==> src/rtl/alu_arbiter.sv <==
// alu_arbiter: shares one combinational ALU between two valid/ready requesters, holding each result until accepted
module alu_arbiter #(
  parameter bit          RR_EN  = 1'b1,
  parameter int unsigned MAX_OP = 6
) (
  input  logic        clk,
  input  logic        rst,
  input  logic [1:0]  req_valid,
  output logic [1:0]  req_ready,
  input  logic [3:0]  req_op_0,
  input  logic [31:0] req_a_0,
  input  logic [31:0] req_b_0,
  input  logic [3:0]  req_op_1,
  input  logic [31:0] req_a_1,
  input  logic [31:0] req_b_1,
  output logic [1:0]  rsp_valid,
  input  logic [1:0]  rsp_ready,
  output logic [31:0] rsp_data,
  output logic        rsp_err,
  output logic [3:0]  alu_op,
  output logic [31:0] alu_op_a,
  output logic [31:0] alu_op_b,
  input  logic [31:0] alu_result
);
  typedef enum logic [1:0] {IDLE, EXEC, RESP} state_t;
  localparam logic [3:0] max_op = 4'(MAX_OP);
  state_t state;
  logic   grant, rr_ptr, g, illegal;
  // pick the port to serve; ready is offered only while idle and out of reset
  always_comb begin
    g = RR_EN ? (&req_valid ? rr_ptr : req_valid[1]) : ~req_valid[0];
    req_ready = (state == IDLE && !rst && |req_valid) ? 2'b01 << g : 2'b00;
    illegal = alu_op > max_op;
  end
  // one op in flight: latch operands, capture result, hold response until the granted port takes it
  always_ff @(posedge clk)
    if (rst) begin
      state     <= IDLE;
      grant     <= 1'b0;
      rr_ptr    <= 1'b0;
      alu_op    <= '0;
      alu_op_a  <= '0;
      alu_op_b  <= '0;
      rsp_valid <= '0;
      rsp_data  <= '0;
      rsp_err   <= 1'b0;
    end else
      case (state)
        IDLE: if (|req_valid) begin
          alu_op   <= g ? req_op_1 : req_op_0;
          alu_op_a <= g ? req_a_1 : req_a_0;
          alu_op_b <= g ? req_b_1 : req_b_0;
          grant    <= g;
          rr_ptr   <= ~g;
          state    <= EXEC;
        end
        EXEC: begin
          rsp_err   <= illegal;
          rsp_data  <= illegal ? '0 : alu_result;
          rsp_valid <= grant ? 2'b10 : 2'b01;
          state     <= RESP;
        end
        RESP: if (rsp_ready[grant]) begin
          rsp_valid <= '0;
          state     <= IDLE;
        end
        default: state <= IDLE;
      endcase
endmodule

==> config.mk <==
export PLATFORM = sky130hd
export DESIGN_NAME = alu_arbiter
export DESIGN_NICKNAME = d
export VERILOG_FILES = /design/src/rtl/alu_arbiter.sv
export SDC_FILE = /design/constraint.sdc
export NUM_CORES = 1
export LEC_CHECK = 0
export ABC_AREA = 1
export BUFFER_PORTS_ARGS = -buffer_cell sky130_fd_sc_hd__buf_2
export CORE_ASPECT_RATIO = 0.9
export CORE_MARGIN = 2
export CORE_UTILIZATION = 24
export CTS_CLUSTER_DIAMETER = 150
export DETAILED_ROUTE_END_ITERATION = 8
export GPL_TIMING_DRIVEN = 0
export PLACE_DENSITY_LB_ADDON = 0.3
export SETUP_SLACK_MARGIN = 0.15
export SLEW_MARGIN = 30
export SYNTH_ARGS = -nofsm -noshare
export SYNTH_HDL_FRONTEND = slang
export SYNTH_SLANG_ARGS = --single-unit
==> constraint.sdc <==
create_clock -name clk -period 1.85 [get_ports clk]
set_clock_uncertainty 0.15 [all_clocks]
set_input_delay 0.0925 -clock clk [delete_from_list [all_inputs] [get_ports clk]]
set_output_delay 0.0925 -clock clk [all_outputs]
set_load 0.01 [all_outputs]
# [Yosys cells after proc, flatten, opt, wreduce, memory -nomap -nowiden]
# Cells that the tools add are included.
[classes] order_cmp=2 bitwise=1 n_reduce_logical=10 eq_ne=4 n_mux=13 shift=1
[op_table] operator="two-way mux 32 bit" n=3
[op_table] operator="two-way mux 2 bit" n=4
[op_table] operator="AND reduction 2 bit" n=4
[op_table] operator="one-hot mux 2 bit (3 select lines)" n=1
[op_table] operator="> comparator 4 x 3 -> 1 bit (second input constant)" n=1
[op_table] operator="two-way mux 4 bit" n=1
[op_table] operator="one-hot mux 2 bit (2 select lines)" n=1
[op_table] operator="two-way mux 1 bit" n=3
[op_table] operator="equality test 2 x 1 -> 1 bit (second input constant)" n=1
[op_table] operator="equality test 2 bit (second input constant)" n=1
[op_table] operator="logical AND 1 bit" n=2
[op_table] operator="logical NOT 2 bit" n=1
[op_table] operator="< comparator 1 x 2 -> 1 bit (second input constant)" n=1
[op_table] operator="inequality test 2 x 1 -> 1 bit (second input constant)" n=1
[op_table] operator="inequality test 2 bit (second input constant)" n=1
[op_table] operator="nonzero test 2 bit" n=1
[op_table] operator="OR reduction 2 bit" n=1
[op_table] operator="left shift 1 x 1 -> 2 bit (first input constant)" n=1
[op_table] operator="logical NOT 1 bit" n=1
[op_table] operator="inverter 1 bit" n=1
[word_totals] inputBits=174 elab_cells=40 out_inout_bits=105 register_bits=107

# [Longest topological paths before layout]
[logic_depth] depth_word=4 mapped_depth=9 depth_no_buf=8

# [Worst setup path before layout]
# OpenSTA, ideal clock, no wires.
[synth_path] path_kind="reg2out" startpoint="register rr_ptr" endpoint="output port req_ready[1]" path_stages_with_launch=8 arrival_ps=1172 path_buffers=1 slack_ps=435 required_time_ps=1607 path_cell_list="dfxtp_1 inv_1 nand2_2 nand2_2 nor2_2 buf_4 inv_1 nor2_1"
[synth_via] elab_chain_len=3
[synth_lines] element="from (decl)" line_no="28" source="logic grant, rr_ptr, g, illegal;"
[synth_lines] element="from (signal assigned)" line_no="54" source="rr_ptr <= ~g;"
[synth_lines] element="two-way mux 1 bit" line_no="31" source="g = RR_EN ? (&req_valid ? rr_ptr : req_valid[1]) : ~req_valid[0];"
[synth_lines] element="left shift 1 x 1 -> 2 bit" line_no="32" source="req_ready = (state == IDLE && !rst && |req_valid) ? 2'b01 << g : 2'b00;"
[synth_lines] element="two-way mux 2 bit" line_no="32"
[synth_lines] element="to (decl)" line_no="9" source="output logic [1:0] req_ready,"
# Every way passes these cells.

# [Final worst setup path]
[layout_path] startpoint="register state[0]" endpoint="output port req_ready[1]"
[layout_via] elab_chain_len=4
[layout_lines] element="from (decl)" line_no="27" source="state_t state;"
[layout_lines] element="from (signal assigned)" line_no="38" source="state <= IDLE;"
[layout_lines] element="from (signal assigned)" line_no="55" source="state <= EXEC;"
[layout_lines] element="from (signal assigned)" line_no="61" source="state <= RESP;"
[layout_lines] element="logical NOT 2 bit" line_no="32"
[layout_lines] element="logical AND 1 bit (2 in a row)" line_no="32"
[layout_lines] element="two-way mux 2 bit" line_no="32"
# Every way passes these cells.

==> flow_summary.json <==
{
  "met3_usage_pct": 6.259,
  "start_util_pct": 24.48,
  "crit_chain": "inv_4, nand2_4, nor2_4, buf_8, inv_2, nor2_4, buf_6",
  "setup_viol": 0,
  "clockBufferDepth": 2,
  "dieArea_um2": 19890,
  "synth_nets": 807,
  "cpLargestDelayFamily": "flip-flops",
  "grt_pass1_vias": 5924,
  "critPathBufInv": 4,
  "maxCapViolCount": 0,
  "use_met2_pct": 32.97,
  "dp_cells": 1156,
  "max_freq_mhz": 610.6,
  "whs_ns": 0.02621,
  "final_area_um2": 8361,
  "root_buffer": "clkbuf_16",
  "worstPathMaxFanout": 3,
  "n_antenna_cell": 0,
  "required_ns": 1.61,
  "top_usage_layer": "met2",
  "slowest_delay_ns": 0.37,
  "syn_to_final_growth_pct": 85.56,
  "dp_hpwl_um": 12930,
  "core_um2": 18410,
  "grt_max_degree": 21,
  "grt_usage_pct": 19.11,
  "final_cells": 1351,
  "drc": 0,
  "drt_iter0_markers": 184,
  "worstRegToRegCells": 7,
  "ys_ff_latch": 107,
  "path_class": "reg -> out",
  "outcome": "finished clean",
  "num_vias": 6020,
  "powerDensity_nw_per_um2": 755.5,
  "cts_tree": "built",
  "arrival_ns": 1.40,
  "first_pass_iters": 5,
  "utilization_pct": 45.42,
  "clk_latency_ns": 0.36,
  "power_leakage_nw": 4.219,
  "min_delay_path_depth": 5,
  "clk_pin_slew_ns": 0.08,
  "post-route-min-period_ns": 1.638,
  "cp-end-kind": "output pin",
  "final_nets": 1275,
  "placed_area_um2": 6203,
  "die_x_um": 148.4,
  "fp.dieH_um": 134.0,
  "relSlewSlack_pct": 61.26,
  "cp-start-kind": "flop",
  "clock_sinks": 107,
  "slew_viol_final": 0,
  "crit_top_cell": "nor2_4",
  "syn_inst": 633,
  "syn_avg_cell_area_um2": 7.118,
  "drtAntennaViolNets": 0,
  "finalHoldViolations": 0,
  "yosysWarningCount": 0,
  "fillers": 1787,
  "tightest_slew_ns": 0.5811,
  "wl_per_cell_um": 14.44,
  "drive_above_1_share_pct": 31.83,
  "rsz0062_at_grt": "yes",
  "grt_pass1_wl_um": 30080,
  "antenna_found_initial": 0,
  "ir_worst_vdd_v": 0.0004325,
  "cp_slowest_cell": "dfxtp_4",
  "numCtsBuffers": 9,
  "via_per_inst": 4.456,
  "ios": 279,
  "overflow": 0,
  "place_congestion": 0.8386,
  "hp-class": "in -> reg",
  "netlist_area_um2": 4506,
  "ys_types": 17,
  "path_depth": 7,
  "rows": 47,
  "fin_crit_sh_pct": 88.52,
  "yosysSeqAreaShare_pct": 47.54,
  "grtUsageMet1_pct": 22.51,
  "cts_max_level": 3,
  "drt_wl_total_um": 19510,
  "port_buffers": 278
}
## kinds of logic (layout without fill, tap and decap cells)
group | count (synthesis) | after routing | share of synthesized area, %
buf+inv | 81 | 554 | 7.581
simple gates | 406 | 406 | 40.46
flops | 107 | 107 | 47.54
compound gates | 39 | 39 | 4.415
## stage by stage
step | worst slack [ns] | setup TNS (ns) | total power, mW
after floorplan | 0.4354 | 0 | 3.412
after global placement | -0.2276 | -3.394 | 4.060
after detailed placement | -0.2364 | -3.764 | 4.063
after CTS | 0.1362 | 0 | 6.368
after global routing | 0.1194 | 0 | 6.665
final | 0.2124 | 0 | 6.316
## layout make-up
cell class | instances | area (µm²) | share of cell area [%]
Timing Repair Buffer | 457 | 3167 | 37.88
Sequential cell | 107 | 2148 | 25.70
Multi-Input combinational cell | 445 | 2071 | 24.77
Tap cell | 245 | 306.5 | 3.667
Buffer | 47 | 245.2 | 2.933
Clock buffer | 9 | 225.2 | 2.694
Inverter | 34 | 130.1 | 1.556
Clock inverter | 7 | 67.56 | 0.8081
## flip-flops by register name, indices dropped and copies added (netlist names)
name,count
alu_op,4
alu_op_a,32
alu_op_b,32
grant,1
rr_ptr,1
rsp_data,32
rsp_err,1
rsp_valid,2
state,2
## path summary, 6_finish.rpt
path / from / slack [ns] / end
max: state[0] / 0.21 / req_ready[1]
min reg2reg: rsp_valid[0] / 0.31 / rsp_valid[0]
min: req_a_1[12] / 0.03 / alu_op_a[12]
max reg2reg: state[1] / 0.24 / alu_op_a[9]
## what timing repair did
action | in CTS | in global routing
pin swaps | 4 | 4
hold buffers | 170 | 0
setup endpoints to repair | 72 | 49
resized for setup | 16 | 23
buffers inserted | 7 | 2
endpoints found under the hold margin | 102 | 0
## per-layer routing
metal  part of all wire [%]  vias up
li1                       -     3023
met1                     43     2687
met2                     47      269
met3                    7.6       41
met4                    2.4        0
met5                      0        -
## layout by cell type (no fill, tap or decap), types with 2 or more instances in the layout
cell,Yosys,routed
nor2_4,3,6
clkbuf_4,0,3
nand4_1,26,26
buf_4,3,13
inv_2,4,5
dfxtp_1,107,104
dlygate4sd3_1,0,170
nand3_1,157,157
clkbuf_2,0,4
nand2_4,0,3
clkbuf_1,14,10
nor2_1,5,4
clkbuf_16,0,9
a21oi_1,37,37
clkinv_4,0,2
dfxtp_2,0,2
inv_1,30,28
buf_6,0,2
nand2_1,209,208
buf_1,9,9
buf_2,21,292
inv_8,0,3
## cell usage after synthesis
master    instances  area share, %
nand2_1         209             17
nand3_1         157             17
dfxtp_1         107             48
a21oi_1          37            4.1
inv_1            30            2.5
nand4_1          26            3.6
buf_2            21            2.3
clkbuf_1         14            1.2
buf_1             9           0.75
nor2_1            5           0.42
inv_2             4           0.33
buf_4             3           0.50
nand2_2           3           0.42
nor2_2            3           0.42
nor2_4            3           0.75
o21ai_0           1           0.11
o21ai_2           1           0.19
## report_power, final
group | internal (mW) | switching [mW] | leakage (nW)
sequential | 2.53 | 0.128 | 0.881
combinational | 0.807 | 0.903 | 3.20
clock | 0.954 | 0.992 | 0.142
## worst register-to-register path, stage by stage (launching register included)
cell and delay, ns:
dfxtp_2 0.35, nor2_4 0.25, o21ai_2 0.23, buf_2 0.29, nand2_1 0.10, nand2_1 0.05, nand2_1 0.05, nand2_1 0.05
Note: power is estimated with default switching activity, not from simulation.
